**config.mk**
```make
export PLATFORM = sky130hd
export DESIGN_NAME = elevator_request_queue_flat
export DESIGN_NICKNAME = d
export VERILOG_FILES = /design/src/rtl/elevator_request_queue_pkg.sv /design/src/rtl/elevator_request_queue_if.sv /design/src/rtl/elevator_request_queue_button_conditioner.sv /design/src/rtl/elevator_request_queue.sv /design/src/flat_wrapper.sv
export SDC_FILE = /design/constraint.sdc
export NUM_CORES = 1
export LEC_CHECK = 0
export ABC_AREA = 1
export BUFFER_PORTS_ARGS = -buffer_cell sky130_fd_sc_hd__buf_2
export CORE_ASPECT_RATIO = 1.75
export CORE_UTILIZATION = 45
export CTS_CLUSTER_DIAMETER = 200
export DETAILED_ROUTE_END_ITERATION = 8
export HOLD_SLACK_MARGIN = 0.15
export PLACE_DENSITY = 0.62
export SLEW_MARGIN = 20
export SYNTH_ARGS = -nofsm -noshare
export SYNTH_HDL_FRONTEND = slang
export SYNTH_SLANG_ARGS = --single-unit
```
**constraint.sdc**
```tcl
create_clock -name clock -period 3.45 [get_ports clock]
set_input_delay 0.345 -clock clock [delete_from_list [all_inputs] [get_ports clock]]
set_output_delay 0.345 -clock clock [all_outputs]
set_load 0.01 [all_outputs]
```
**src/rtl/elevator_request_queue_pkg.sv**
```systemverilog
// rtl/elevator_request_queue_pkg.sv - shared floor/direction encodings and floor helpers
package elevator_request_queue_pkg;

  localparam int MAX_FLOORS = 32;

  typedef enum logic [1:0] {
    DIR_STOP    = 2'd0,
    DIR_UP      = 2'd1,
    DIR_DOWN    = 2'd2,
    DIR_ILLEGAL = 2'd3
  } dir_e;

  // Floor numbers are 1-based; 0 or anything past MAX_FLOORS yields an all-zero vector.
  function automatic logic [MAX_FLOORS-1:0] floor_onehot(input logic [MAX_FLOORS-1:0] n);
    if (n == '0) return '0;
    return MAX_FLOORS'(1) << (n - MAX_FLOORS'(1));
  endfunction

endpackage

```
**src/rtl/elevator_request_queue_if.sv**
```systemverilog
// rtl/elevator_request_queue_if.sv - request-queue link between queue writer and elevator controller
interface elevator_request_queue_if #(
  parameter int floor = 6
);

  logic [floor-1:0] queueUp;
  logic [floor-1:0] queueDown;
  logic [floor-1:0] queueinside;
  logic             pendingAny;
  logic             pendingAbove;
  logic             pendingBelow;
  logic [floor-1:0] currentFloor;
  logic             serviceValid;
  logic [1:0]       serviceDir;

  modport master (
    output queueUp, queueDown, queueinside, pendingAny, pendingAbove, pendingBelow,
    input  currentFloor, serviceValid, serviceDir
  );

  modport slave (
    input  queueUp, queueDown, queueinside, pendingAny, pendingAbove, pendingBelow,
    output currentFloor, serviceValid, serviceDir
  );

endinterface

```
**src/rtl/elevator_request_queue_button_conditioner.sv**
```systemverilog
// rtl/elevator_request_queue_button_conditioner.sv - synchronize, debounce and edge-detect one raw button
module button_conditioner #(
  parameter int DEBOUNCE = 4
) (
  input  logic clock,
  input  logic reset_n,
  input  logic raw,
  output logic press_pulse
);

  localparam int CW = $clog2(DEBOUNCE + 1);

  logic          sync1;
  logic          sync2;
  logic          level;
  logic          level_d;
  logic [CW-1:0] cnt;

  always_ff @(posedge clock) begin
    if (!reset_n) begin
      sync1       <= 1'b0;
      sync2       <= 1'b0;
      level       <= 1'b0;
      level_d     <= 1'b0;
      cnt         <= '0;
      press_pulse <= 1'b0;
    end else begin
      sync1       <= raw;
      sync2       <= sync1;
      level_d     <= level;
      press_pulse <= level & ~level_d;
      // Any sample matching the accepted level restarts the stability count.
      if (sync2 != level) begin
        if (cnt == CW'(DEBOUNCE - 1)) begin
          level <= sync2;
          cnt   <= '0;
        end else begin
          cnt <= cnt + CW'(1);
        end
      end else begin
        cnt <= '0;
      end
    end
  end

endmodule

```
**src/rtl/elevator_request_queue.sv**
```systemverilog
// rtl/elevator_request_queue.sv - latches conditioned hall/car calls and clears them on service
module elevator_request_queue
  import elevator_request_queue_pkg::*;
#(
  parameter int floor    = 6,
  parameter int DEBOUNCE = 4
) (
  input  logic                     clock,
  input  logic                     reset_n,
  input  logic [floor-1:0]         btnUp,
  input  logic [floor-1:0]         btnDown,
  input  logic [floor-1:0]         btnInside,
  elevator_request_queue_if.master rq
);

  // No up call from the top floor, no down call from the ground floor.
  localparam logic [floor-1:0] UP_MASK   = ~(floor'(1) << (floor - 1));
  localparam logic [floor-1:0] DOWN_MASK = ~floor'(1);

  logic [floor-1:0]      press_up, press_down, press_inside;
  logic [floor-1:0]      q_up, q_down, q_inside;
  logic [floor-1:0]      clr_up, clr_down, clr_inside;
  logic [floor-1:0]      f, all_q, below_mask, above_mask;
  logic [MAX_FLOORS-1:0] f_wide;
  logic                  in_range;
  dir_e                  dir;

  for (genvar i = 0; i < floor; i++) begin : g_btn
    button_conditioner #(.DEBOUNCE(DEBOUNCE)) u_up (
      .clock(clock), .reset_n(reset_n), .raw(btnUp[i]), .press_pulse(press_up[i])
    );
    button_conditioner #(.DEBOUNCE(DEBOUNCE)) u_down (
      .clock(clock), .reset_n(reset_n), .raw(btnDown[i]), .press_pulse(press_down[i])
    );
    button_conditioner #(.DEBOUNCE(DEBOUNCE)) u_inside (
      .clock(clock), .reset_n(reset_n), .raw(btnInside[i]), .press_pulse(press_inside[i])
    );
  end

  assign f_wide   = floor_onehot(MAX_FLOORS'(rq.currentFloor));
  assign f        = f_wide[floor-1:0];
  assign in_range = (f != '0) && (f_wide[MAX_FLOORS-1:floor] == '0);
  assign dir      = dir_e'(rq.serviceDir);

  always_comb begin
    clr_up     = '0;
    clr_down   = '0;
    clr_inside = '0;
    if (rq.serviceValid && in_range) begin
      case (dir)
        DIR_STOP: begin
          clr_up     = f;
          clr_down   = f;
          clr_inside = f;
        end
        DIR_UP: begin
          clr_up     = f;
          clr_inside = f;
        end
        DIR_DOWN: begin
          clr_down   = f;
          clr_inside = f;
        end
        default: ;
      endcase
    end
  end

  // Clear is applied after set so a press landing on the serviced floor is dropped.
  always_ff @(posedge clock) begin
    if (!reset_n) begin
      q_up     <= '0;
      q_down   <= '0;
      q_inside <= '0;
    end else begin
      q_up     <= (q_up | press_up) & ~clr_up & UP_MASK;
      q_down   <= (q_down | press_down) & ~clr_down & DOWN_MASK;
      q_inside <= (q_inside | press_inside) & ~clr_inside;
    end
  end

  assign all_q      = q_up | q_down | q_inside;
  assign below_mask = f - floor'(1);
  assign above_mask = ~(below_mask | f);

  assign rq.queueUp      = q_up;
  assign rq.queueDown    = q_down;
  assign rq.queueinside  = q_inside;
  assign rq.pendingAny   = |all_q;
  assign rq.pendingAbove = in_range && |(all_q & above_mask);
  assign rq.pendingBelow = in_range && |(all_q & below_mask);

endmodule
```
**src/flat_wrapper.sv**
```systemverilog
// flat-port wrapper written by rule: the top's interface ports become plain ports
module elevator_request_queue_flat import elevator_request_queue_pkg::*;
#(
  parameter int floor    = 6,
  parameter int DEBOUNCE = 4
)
  (clock, reset_n, btnUp, btnDown, btnInside, rq_queueUp, rq_queueDown, rq_queueinside, rq_pendingAny, rq_pendingAbove, rq_pendingBelow, rq_currentFloor, rq_serviceValid, rq_serviceDir);
  elevator_request_queue_if #(.floor(floor)) rq_i ();
  input  logic clock;
  input  logic reset_n;
  input  logic [floor-1:0] btnUp;
  input  logic [floor-1:0] btnDown;
  input  logic [floor-1:0] btnInside;
  output wire logic [$bits(rq_i.queueUp)-1:0] rq_queueUp;
  output wire logic [$bits(rq_i.queueDown)-1:0] rq_queueDown;
  output wire logic [$bits(rq_i.queueinside)-1:0] rq_queueinside;
  output wire logic [$bits(rq_i.pendingAny)-1:0] rq_pendingAny;
  output wire logic [$bits(rq_i.pendingAbove)-1:0] rq_pendingAbove;
  output wire logic [$bits(rq_i.pendingBelow)-1:0] rq_pendingBelow;
  input wire logic [$bits(rq_i.currentFloor)-1:0] rq_currentFloor;
  input wire logic [$bits(rq_i.serviceValid)-1:0] rq_serviceValid;
  input wire logic [$bits(rq_i.serviceDir)-1:0] rq_serviceDir;
  assign rq_queueUp = rq_i.queueUp;
  assign rq_queueDown = rq_i.queueDown;
  assign rq_queueinside = rq_i.queueinside;
  assign rq_pendingAny = rq_i.pendingAny;
  assign rq_pendingAbove = rq_i.pendingAbove;
  assign rq_pendingBelow = rq_i.pendingBelow;
  assign rq_i.currentFloor = rq_currentFloor;
  assign rq_i.serviceValid = rq_serviceValid;
  assign rq_i.serviceDir = rq_serviceDir;
  elevator_request_queue #(.floor(floor), .DEBOUNCE(DEBOUNCE)) u_core (.clock(clock), .reset_n(reset_n), .btnUp(btnUp), .btnDown(btnDown), .btnInside(btnInside), .rq(rq_i));
endmodule
```
==> flow_metrics.py, run 1 <==
metrics = {
    "global_routing": {
        "grt_pass1_wl_um": 15500,
        "antenna_found_initial": 0,
        "grt.total_usage_pct": 15.8,
        "grt_max_degree": 41,
        "met1_usage_pct": 15.6,
        "grtUsageMet2_pct": 29.8,
        "met3_usage_pct": 4.59,
        "grt.overflow.total": 0,
        "top_usage_layer": "met2",
        "grt_pass1_vias": 3874,
    },
    "clocking": {
        "clkLatencyLatePin_ns": 0.41,
        "clkTransAtPathRegs_ns": 0.06,
        "tritoncts": "built",
        "cts_htree_levels": 4,
        "cts_buffer_depth": 2,
        "cts_buffers": 17,
        "clock-sinks": 144,
        "root_buffer": "clkbuf_16",
    },
    "detailed_routing": {
        "dr.pass1.iters": 8,
        "dr.first_iter.drc_count": 146,
        "route.vias.total": 3896,
        "vias_per_cell": 4.59,
        "drc": 18,
        "wl_per_cell_um": 10.4,
        "routed_wl_um": 8780,
        "ant_nets": 0,
    },
    "job": {
        "drv_cap": 0,
    },
    "finish": {
        "drive_gt1_share_pct": 11.6,
        "diodes": 0,
        "final_common_cell": "dfxtp_1",
        "final_util_pct": 55.7,
        "final_cell_count_no_fill": 848,
        "nNetsFinal": 768,
        "layout_common_cells": "dfxtp_1 (144), inv_1 (117), nor2_1 (110)",
        "area_delta_synth_final_pct": 21.2,
        "nFillCells": 1039,
    },
    "floorplan": {
        "fp.dieW_um": 84.0,
        "core_mm2": 0.0115,
        "design.die.area_mm2": 0.0122,
        "rows": 52,
        "initial_utilization_pct": 45.9,
        "die_h_um": 145,
        "io_pins": 50,
    },
    "sta": {
        "whs_ns": 0.329,
        "rsz0062_at_grt": "no",
        "post-route-period-util_pct": 91.5,
        "tns_ns": 0,
        "fin_skew_ns": 0.00791,
        "hold_viol_final": 0,
        "fin_crit_ns": 3.16,
        "fmax_mhz": 317,
        "finalSetupViolations": 0,
        "maxSlewViolCount": 0,
    },
    "critical_path": {
        "worstSetupEndpointType": "primary output",
        "critPathBufInv": 6,
        "max_stage_delay_ns": 0.29,
        "path_cells": "buf_2 > inv_2 > ha_1 > nand2_1 > nand2_1 > nand2_1 > nor2_4 > nand2_1 > nor2_1 > inv_1 > ha_1 > nand2_1 > ha_1 > nand2_1 > nand2_1 > inv_1 > nand4_1 > nand2_1 > inv_1 > buf_2",
        "critical-path-top-delay-family": "simple AND/OR/NAND/NOR gates",
        "start_kind": "input pin",
        "crit_path_frequent_cell": "nand2_1",
        "cp_slowest_cell": "ha_1",
        "crit_arrival_ns": 2.81,
        "crit_required_ns": 3.11,
        "worstSetupPathType": "input pin to primary output",
        "path_max_fanout": 7,
    },
    "synth": {
        "yosysSeqAreaShare_pct": 54.5,
        "synth_area_mm2": 0.00529,
        "synth_area_leaders": "dfxtp_1 (54%), ha_1 (9.2%), inv_1 (8.3%)",
        "synth_seq_cells": 144,
        "ys_types": 27,
        "ys_warn_count": 0,
        "yosys.area.top_type": "dfxtp_1",
        "syn_inst": 632,
        "syn_area_per_cell_um2": 8.37,
        "synth_top_cell_area_share_pct": 54.5,
    },
    "run_status": {
        "violations": "design-rule violations",
        "status": "finished with violations",
    },
    "power": {
        "p_per_area_mw_per_mm2": 579,
        "vdd_ir_drop_max_mv": 0.372,
        "p_leak_nw": 3.21,
    },
    "worst_hold_path": {
        "hold_class": "input pin to flop",
    },
    "place": {
        "portBuffers": 45,
        "dp_hpwl_um": 6240,
        "gp_congestion": 0.804,
        "dp.cells": 800,
    },
}
==> layout make-up <==
| cell class | count | area (um2) | share of cell area [%] |
|---|---|---|---|
| sequential | 144 | 2880 | 45.0 |
| clock buffer | 17 | 425 | 6.63 |
| tap | 135 | 169 | 2.63 |
| multi-input combinational | 356 | 1900 | 29.6 |
| clock inverter | 15 | 196 | 3.06 |
| timing repair buffer | 63 | 400 | 6.24 |
| inverter | 118 | 443 | 6.91 |
==> report_power, final <==
group	internal (mW)	leakage (nW)	switching [mW]
logic	0.0507	1.74	0.0728
registers	1.69	1.17	0.0112
clock network	1.16	0.301	0.729
==> synth_stat cells <==
cell type	instances
xor2_1	1
dfxtp_1	144
clkbuf_2	1
a31oi_1	1
nand3_2	2
inv_2	1
xnor2_1	1
a21oi_1	35
conb_1	1
nand3b_1	1
or3_1	3
nand4_1	3
buf_4	2
o211ai_1	16
nor2_4	1
buf_6	1
a22oi_1	1
nor3_1	2
nand3_1	9
ha_1	39
nand2_1	95
nor2_1	110
clkbuf_1	9
o21ai_0	33
o21bai_1	1
buf_1	2
inv_1	117
==> path summary, 6_finish.rpt <==
kind	end	from	slack (ns)	cells past startpoint
max	rq_pendingBelow	rq_currentFloor[0]	0.29	20
min	u_core.rq.queueUp[1]	rq_serviceDir[1]	0.33	5
max reg2reg	u_core.g_btn[5].u_inside.cnt[1]	u_core.g_btn[5].u_inside.cnt[0]	2.25	5
min reg2reg	u_core.g_btn[4].u_inside.press_pulse	u_core.g_btn[4].u_inside.level_d	0.38	1
==> flip-flops by register name, indices dropped and copies added, names as in the netlist, 6 cells and up <==
register,count
u_core.g_btn.u_inside.cnt,18
u_core.g_btn.u_up.cnt,15
u_core.g_btn.u_down.cnt,15
u_core.g_btn.u_inside.level,6
u_core.g_btn.u_inside.level_d,6
u_core.g_btn.u_inside.press_pulse,6
u_core.g_btn.u_inside.sync1,6
u_core.g_btn.u_inside.sync2,6
u_core.rq.queueinside,6
==> cell families after synthesis <==
logic type / count (synthesis) / synth area share, %
buf+inv: 133 / 9.74
other cells: 1 / 0.0709
xor+xnor: 2 / 0.331
simple gates: 226 / 17.0
fa+ha+maj: 39 / 9.22
compound gates: 87 / 9.11
flops: 144 / 54.5
==> metal layers <==
layer	up-vias	wire length, um
met5	-	0
met4	0	143
met3	14	282
met2	54	4680
met1	1745	3680
li1	2083	-
==> per-stage QoR <==
step / instance area, um2 / worst slack (ns) / power (mW)
4_1_cts: 6410 / 0.298 / 3.77
5_1_grt: 6410 / 0.0174 / 3.85
3_5_place_dp: 5630 / 0.301 / 1.84
2_1_floorplan: 5290 / 0.858 / 1.81
6_report: 6410 / 0.294 / 3.71
3_3_place_gp: 5630 / 0.333 / 1.84
==> timing repair <==
item,4_1_cts,5_1_grt
gates resized for setup,0,0
buffers inserted,0,0
hold endpoints to repair,16,0
hold buffers,16,0
==> worst min-delay path: stages <==
cell	delay [ns]
buf_2	0.09
inv_1	0.09
nand2_1	0.08
nor2_1	0.04
nor2_1	0.07
Note: power is estimated with default switching activity, not from simulation.
==> inputs of run 2 (changes only) <==
--- a/config.mk
+++ b/config.mk
@@ -5,7 +5,6 @@
 export SDC_FILE = /design/constraint.sdc
 export NUM_CORES = 1
 export LEC_CHECK = 0
-export ABC_AREA = 1
 export BUFFER_PORTS_ARGS = -buffer_cell sky130_fd_sc_hd__buf_2
 export CORE_ASPECT_RATIO = 1.75
 export CORE_UTILIZATION = 45
==> run 2 against run 1 <==
  * The flow still finishes with violations (design-rule violations)
  * Critical path depth down 5
  * Highest routed layer unchanged
  * First-iteration DRC count down 11%
  * Hold slack got worse by 0.16 ns
  * Worst setup slack lost 0.028 ns
  * Synthesized cell count down 20%
  * Flip-flop and latch count unchanged
==> flow_metrics.py, run 2 <==
metrics = {
    "place": {
        "dp_hpwl_um": 6560,
        "gp_congestion": 0.846,
        "portBuffers": 45,
    },
    "detailed_routing": {
        "drc": 13,
        "ant_nets": 0,
        "wl_per_cell_um": 12.4,
        "dr.pass1.iters": 6,
        "dr.first_iter.drc_count": 130,
        "vias_per_cell": 4.77,
        "routed_wl_um": 8970,
        "route.vias.total": 3464,
    },
    "global_routing": {
        "grt_pass1_wl_um": 15700,
        "antenna_found_initial": 0,
        "grt_pass1_vias": 3529,
        "grt_max_degree": 51,
        "grt.overflow.total": 0,
        "grt.total_usage_pct": 16.3,
    },
    "run_status": {
        "violations": "design-rule violations",
        "status": "finished with violations",
    },
    "clocking": {
        "clkTransAtPathRegs_ns": 0.05,
        "cts_buffers": 17,
        "clkLatencyLatePin_ns": 0.41,
        "clock-sinks": 144,
        "post_cts_buffers": 0,
        "cts_htree_levels": 4,
        "cts_buffer_depth": 2,
        "root_buffer": "clkbuf_16",
        "tritoncts": "built",
    },
    "synth": {
        "ys_warn_count": 0,
        "synth_ff_type": "dfxtp_1",
        "synth_area_leaders": "dfxtp_1 (55%), ha_1 (9.3%), and2_1 (5.9%)",
        "yosys.area.top_type": "dfxtp_1",
        "synth_top_cell_area_share_pct": 54.7,
        "synth_seq_cells": 144,
        "syn_area_per_cell_um2": 10.4,
        "async_flop_share_pct": 0,
        "yosysSeqAreaShare_pct": 54.7,
        "syn_inst": 505,
        "ys_types": 43,
        "synth_edf_count": 0,
        "synth_most_common_cell": "dfxtp_1",
        "synth_common_cells": "dfxtp_1 (144), nor2_1 (55), and2_1 (50)",
        "synth_area_mm2": 0.00527,
    },
    "critical_path": {
        "worstSetupPathType": "input pin to primary output",
        "crit_arrival_ns": 2.84,
        "worstSetupEndpointType": "primary output",
        "path_max_fanout": 6,
        "start_kind": "input pin",
        "crit_required_ns": 3.11,
    },
    "power": {
        "vdd_ir_drop_max_mv": 0.361,
        "total_power_mw": 3.56,
        "p_leak_nw": 2.80,
        "p_per_area_mw_per_mm2": 558,
    },
    "finish": {
        "nNetsFinal": 646,
        "final_common_cell": "dfxtp_1",
        "layout_common_cells": "dfxtp_1 (144), nor2_1 (55), and2_1 (50)",
        "area_delta_synth_final_pct": 21.0,
        "drive_gt1_share_pct": 16.4,
        "diodes": 0,
        "largest_register_ff_count": 18,
        "largest_register": "u_core.g_btn.u_inside.cnt",
        "reg.largest.list": "u_core.g_btn.u_inside.cnt: 18 flops, u_core.g_btn.u_up.cnt: 15 flops, u_core.g_btn.u_down.cnt: 15 flops",
    },
    "floorplan": {
        "design.die.area_mm2": 0.0122,
        "fp.dieW_um": 83.8,
        "io_pins": 50,
        "core_mm2": 0.0115,
        "rows": 52,
        "initial_utilization_pct": 45.8,
        "die_h_um": 145,
    },
    "sta": {
        "hold_viol_final": 0,
        "worstMarginPinSlew_ns": 0.762,
        "fmax_mhz": 314,
        "fin_crit_ns": 3.18,
        "finalSetupViolations": 0,
        "tns_ns": 0,
        "maxSlewViolCount": 0,
        "rsz0062_at_grt": "no",
        "post-route-period-util_pct": 92.3,
        "slew_headroom_pct": 49.2,
        "fin_skew_ns": 0.00538,
    },
    "job": {
        "drv_cap": 0,
    },
    "worst_hold_path": {
        "hold_class": "input pin to flop",
    },
}
==> run 2: cell count changes in the layout (fill, tap and decap cells not counted), moves of 28 or more <==
| cell | change |
|---|---|
| inv_1 | -76 |
| nor2b_1 | +36 |
| nor2_1 | -55 |
| and2_1 | +50 |
| nand2_1 | -86 |
| a21oi_1 | -28 |
==> run 2: report_power, final <==
part           leakage, nW  switching [mW]  internal (mW)  total, mW
Combinational         1.37          0.0673         0.0587      0.126
Sequential            1.17         0.00956           1.69       1.70
Clock                0.266           0.726           1.01       1.74
Total                 2.80           0.803           2.76       3.56
==> run 2: final timing paths <==
check                              startpoint                              endpoint  slack [ns]  cells past startpoint
min                              btnInside[4]        u_core.g_btn[4].u_inside.sync1        0.17                      2
min reg2reg  u_core.g_btn[5].u_inside.level_d  u_core.g_btn[5].u_inside.press_pulse        0.38                      1
max                        rq_currentFloor[1]                       rq_pendingBelow        0.27                     15
max reg2reg     u_core.g_btn[3].u_down.cnt[0]         u_core.g_btn[3].u_down.cnt[2]        2.30                      4
==> run 2: logic make-up (layout without fill, tap and decap cells) <==
logic type | count (synthesis) | after routing | share of synthesized area (%)
compound gates | 45 | 45 | 6.22
xor+xnor | 17 | 17 | 2.82
fa+ha+maj | 39 | 39 | 9.25
buf+inv | 55 | 140 | 4.22
flops | 144 | 144 | 54.7
mux | 16 | 16 | 3.04
other cells | 1 | 2 | 0.0711
simple gates | 188 | 188 | 19.7
==> run 2: metrics by stage <==
step / instances / setup slack [ns] / hold slack [ns] / utilization, % / cell area [um2]
after floorplan: 506 / 0.399 / 0.367 / - / 5280
after global placement: 680 / 0.207 / 0.372 / 49.2 / 5660
after detailed placement: 680 / 0.219 / 0.372 / 49.2 / 5660
after CTS: 726 / 0.207 / 0.162 / 55.4 / 6380
after global routing: 726 / 0.0207 / 0.156 / 55.4 / 6380
final: 726 / 0.266 / 0.169 / 55.4 / 6380
==> run 2: layout make-up <==
cell class / instances / area (um2)
clock buffers: 17 / 425
inverters: 41 / 154
clock inverters: 15 / 149
repair buffers: 67 / 425
flip-flops and latches: 144 / 2880
well taps: 135 / 169
multi-input cells: 307 / 2170
fillers: 1044 / 5140
==> run 2: per-layer routing <==
layer	track usage [%]	up-vias	wire, um
met1	17.4	1588	3840
li1	-	1801	-
met2	29.2	63	4610
met4	7.07	0	182
met3	4.66	12	334
met5	0	-	0
==> run 2: repair_timing <==
action | 4_1_cts | 5_1_grt
hold buffers | 14 | 0
hold endpoints to repair | 14 | 0
endpoints found under the setup margin | 0 | 1
gates resized for setup | 0 | 1
==> run 2: worst max-delay path, stage by stage <==
cell	delay [ns]
buf_2	0.11
inv_1	0.06
ha_2	0.21
nor2b_1	0.15
and4bb_1	0.21
o31a_1	0.29
and3_1	0.22
inv_1	0.06
ha_1	0.16
nand2_1	0.07
ha_1	0.28
a22oi_1	0.08
o2111a_1	0.15
a311oi_1	0.25
buf_2	0.18
==> inputs of run 3 (changes only) <==
--- a/config.mk
+++ b/config.mk
@@ -15,4 +15,6 @@
 export SLEW_MARGIN = 20
 export SYNTH_ARGS = -nofsm -noshare
 export SYNTH_HDL_FRONTEND = slang
+export SYNTH_HIERARCHICAL = 1
 export SYNTH_SLANG_ARGS = --single-unit
+export TNS_END_PERCENT = 20
==> run 3 against run 2 <==
  * The run now ends clean
  * Flip-flop and latch count unchanged
  * Final area rose by 4.7%
  * Hold slack improved by 0.017 ns
  * Register-to-register slack lost 0.08 ns
  * Utilization rose by 0.56 points
  * Non-clock buffer count up 2
  * Critical path depth unchanged
  * Area after synthesis up 3.9%
  * Clock power about the same
==> flow_metrics.py, run 3 <==
metrics = {
    "run_status": {
        "status": "finished, final reports clean",
    },
    "worst_hold_path": {
        "hold_class": "input pin to flop",
    },
    "global_routing": {
        "antenna_found_initial": 0,
        "grt_pass1_wl_um": 15700,
        "grt_pass1_vias": 3547,
        "grt_max_degree": 73,
        "grt.overflow.total": 0,
        "grt.total_usage_pct": 15.8,
    },
    "synth": {
        "synth_seq_cells": 144,
        "synth_area_mm2": 0.00548,
        "synth_common_cells": "dfxtp_1 (144), ha_1 (39), nor2b_1 (34)",
        "synth_area_leaders": "dfxtp_1 (53%), ha_1 (8.9%), nor4b_1 (5.3%)",
        "async_flop_share_pct": 0,
        "syn_area_per_cell_um2": 11.3,
        "ys_types": 45,
        "syn_inst": 483,
        "synth_most_common_cell": "dfxtp_1",
        "synth_top_cell_area_share_pct": 52.6,
        "synth_edf_count": 0,
        "synth_ff_type": "dfxtp_1",
        "ys_warn_count": 6,
        "yosysSeqAreaShare_pct": 52.6,
        "yosys.area.top_type": "dfxtp_1",
    },
    "finish": {
        "diodes": 0,
        "nNetsFinal": 634,
        "area_delta_synth_final_pct": 21.9,
        "final_cell_count_no_fill": 716,
        "largest_register": "u_core/g_btn.u_inside/cnt",
        "reg.largest.list": "u_core/g_btn.u_inside/cnt: 18 flops, u_core/g_btn.u_up/cnt: 15 flops, u_core/g_btn.u_down/cnt: 15 flops",
        "drive_gt1_share_pct": 23.7,
        "seq_area_mm2": 0.00288,
        "layout_common_cells": "dfxtp_1 (144), buf_2 (45), ha_1 (38)",
        "final_common_cell": "dfxtp_1",
        "multiInputGateArea_mm2": 0.00250,
        "largest_register_ff_count": 18,
        "nFillCells": 1039,
    },
    "clocking": {
        "tritoncts": "built",
        "post_cts_buffers": 0,
        "clkTransAtPathRegs_ns": 0.06,
        "cts_htree_levels": 4,
        "cts_buffer_depth": 2,
        "root_buffer": "clkbuf_16",
        "cts_buffers": 17,
        "clock-sinks": 144,
        "clkLatencyLatePin_ns": 0.41,
    },
    "floorplan": {
        "io_pins": 50,
        "rows": 53,
        "fp.dieW_um": 85.4,
        "initial_utilization_pct": 45.9,
        "design.die.area_mm2": 0.0126,
        "core_mm2": 0.0119,
        "die_h_um": 148,
    },
    "detailed_routing": {
        "drc": 0,
        "route.vias.total": 3638,
        "dr.first_iter.drc_count": 110,
        "dr.pass1.iters": 4,
        "ant_nets": 0,
        "routed_wl_um": 9270,
        "vias_per_cell": 5.08,
        "wl_per_cell_um": 12.9,
    },
    "sta": {
        "maxSlewViolCount": 0,
        "tns_ns": 0,
        "fin_crit_ns": 3.25,
        "slew_headroom_pct": 50.0,
        "worstMarginPinSlew_ns": 0.749,
        "finalSetupViolations": 0,
        "hold_viol_final": 0,
        "post-route-period-util_pct": 94.3,
        "fmax_mhz": 308,
        "rsz0062_at_grt": "no",
        "fin_skew_ns": 0.00795,
    },
    "place": {
        "gp_congestion": 0.851,
        "dp.cells": 668,
        "dp_hpwl_um": 6560,
        "portBuffers": 45,
    },
    "critical_path": {
        "worstSetupPathType": "input pin to primary output",
        "crit_required_ns": 3.11,
        "crit_arrival_ns": 2.91,
        "start_kind": "input pin",
        "path_max_fanout": 7,
        "worstSetupEndpointType": "primary output",
    },
    "power": {
        "p_per_area_mw_per_mm2": 537,
        "p_leak_nw": 2.74,
        "vdd_ir_drop_max_mv": 0.388,
        "total_power_mw": 3.59,
    },
    "job": {
        "drv_cap": 0,
    },
}
run 3: cell types whose count changed in the layout (fill, tap and decap cells not counted), moves of 7 or more:
cell / previous run / this run
o21ai_0: 11 / 24
nor2_1: 55 / 8
inv_1: 41 / 24
nor4b_1: 0 / 32
and2_2: 0 / 16
o221a_2: 7 / 0
xor2_1: 17 / 0
and4bb_2: 0 / 16
nand3b_1: 16 / 0
a21oi_1: 7 / 16
and2_1: 50 / 33
xnor2_1: 0 / 17
run 3: routing by layer:
layer / global-route usage, % / up-vias / wire, um
met5: 0 / - / 0
met4: 8.58 / 0 / 256
met3: 4.02 / 19 / 293
met2: 29.0 / 66 / 4800
met1: 16.1 / 1692 / 3920
li1: - / 1861 / -
run 3: path summary, 6_finish.rpt:
kind | end | cells past startpoint | startpoint | slack [ns]
hold reg to reg | u_core/g_btn[2].u_up/press_pulse | 1 | u_core/g_btn[2].u_up/level_d | 0.37
hold / removal | u_core/rq.queueinside[4] | 2 | rq_serviceValid | 0.19
setup / recovery | rq_pendingBelow | 15 | rq_currentFloor[0] | 0.20
setup reg to reg | u_core/g_btn[1].u_inside/cnt[2] | 3 | u_core/g_btn[1].u_inside/cnt[0] | 2.22
run 3: cells by family (layout without fill, tap and decap cells):
logic type / count (synthesis) / after routing / share of synthesized area (%)
AND/OR/NAND/NOR: 177 / 177 / 24.0
multiplexers: 16 / 16 / 2.92
XOR/XNOR: 18 / 18 / 2.88
adder cells (fa/ha/maj): 39 / 39 / 8.90
flip-flops: 144 / 144 / 52.6
buffers and inverters: 32 / 127 / 2.51
AO/OA/AOI/OAI: 56 / 56 / 6.16
other: 1 / 2 / 0.0684
run 3: final cells by class:
class                   count  share of cell area, %
clock buffers              17                   6.37
clock inverters            15                   2.23
inverters                  26                   1.46
multi-input cells         308                   37.4
flip-flops and latches    144                   43.2
well taps                 137                   2.57
repair buffers             69                   6.86
run 3: report_power, final:
group	switching [mW]	internal [mW]
registers	0.00957	1.69
logic	0.0749	0.0734
clock network	0.731	1.01
total	0.815	2.77
run 3: per-stage QoR:
| stage | cell area (um2) | utilization [%] | worst slack [ns] | hold slack, ns |
|---|---|---|---|---|
| 6_report | 6680 | 56.0 | 0.198 | 0.187 |
| 5_1_grt | 6680 | 56.0 | 0.0737 | 0.198 |
| 4_1_cts | 6650 | 55.7 | 0.0559 | 0.165 |
| 3_5_place_dp | 5910 | 49.5 | 0.0742 | 0.373 |
| 3_3_place_gp | 5910 | 49.5 | 0.112 | 0.372 |
| 2_1_floorplan | 5480 | - | 0.545 | 0.367 |
run 3: repair_timing:
action                                  CTS  global route
endpoints found under the setup margin    0             2
hold buffers                             16             0
gates resized for setup                   0             7
endpoints found under the hold margin    16             0
run 3: worst max-delay path, cell delays in order:
cell,delay [ns]
buf_2,0.16
inv_2,0.11
ha_2,0.22
nor3b_4,0.22
xnor2_2,0.17
and3_2,0.26
and3_4,0.21
and3_4,0.22
inv_2,0.05
ha_1,0.27
a22oi_1,0.16
nand3_1,0.10
a21oi_1,0.16
a211oi_2,0.08
buf_2,0.15
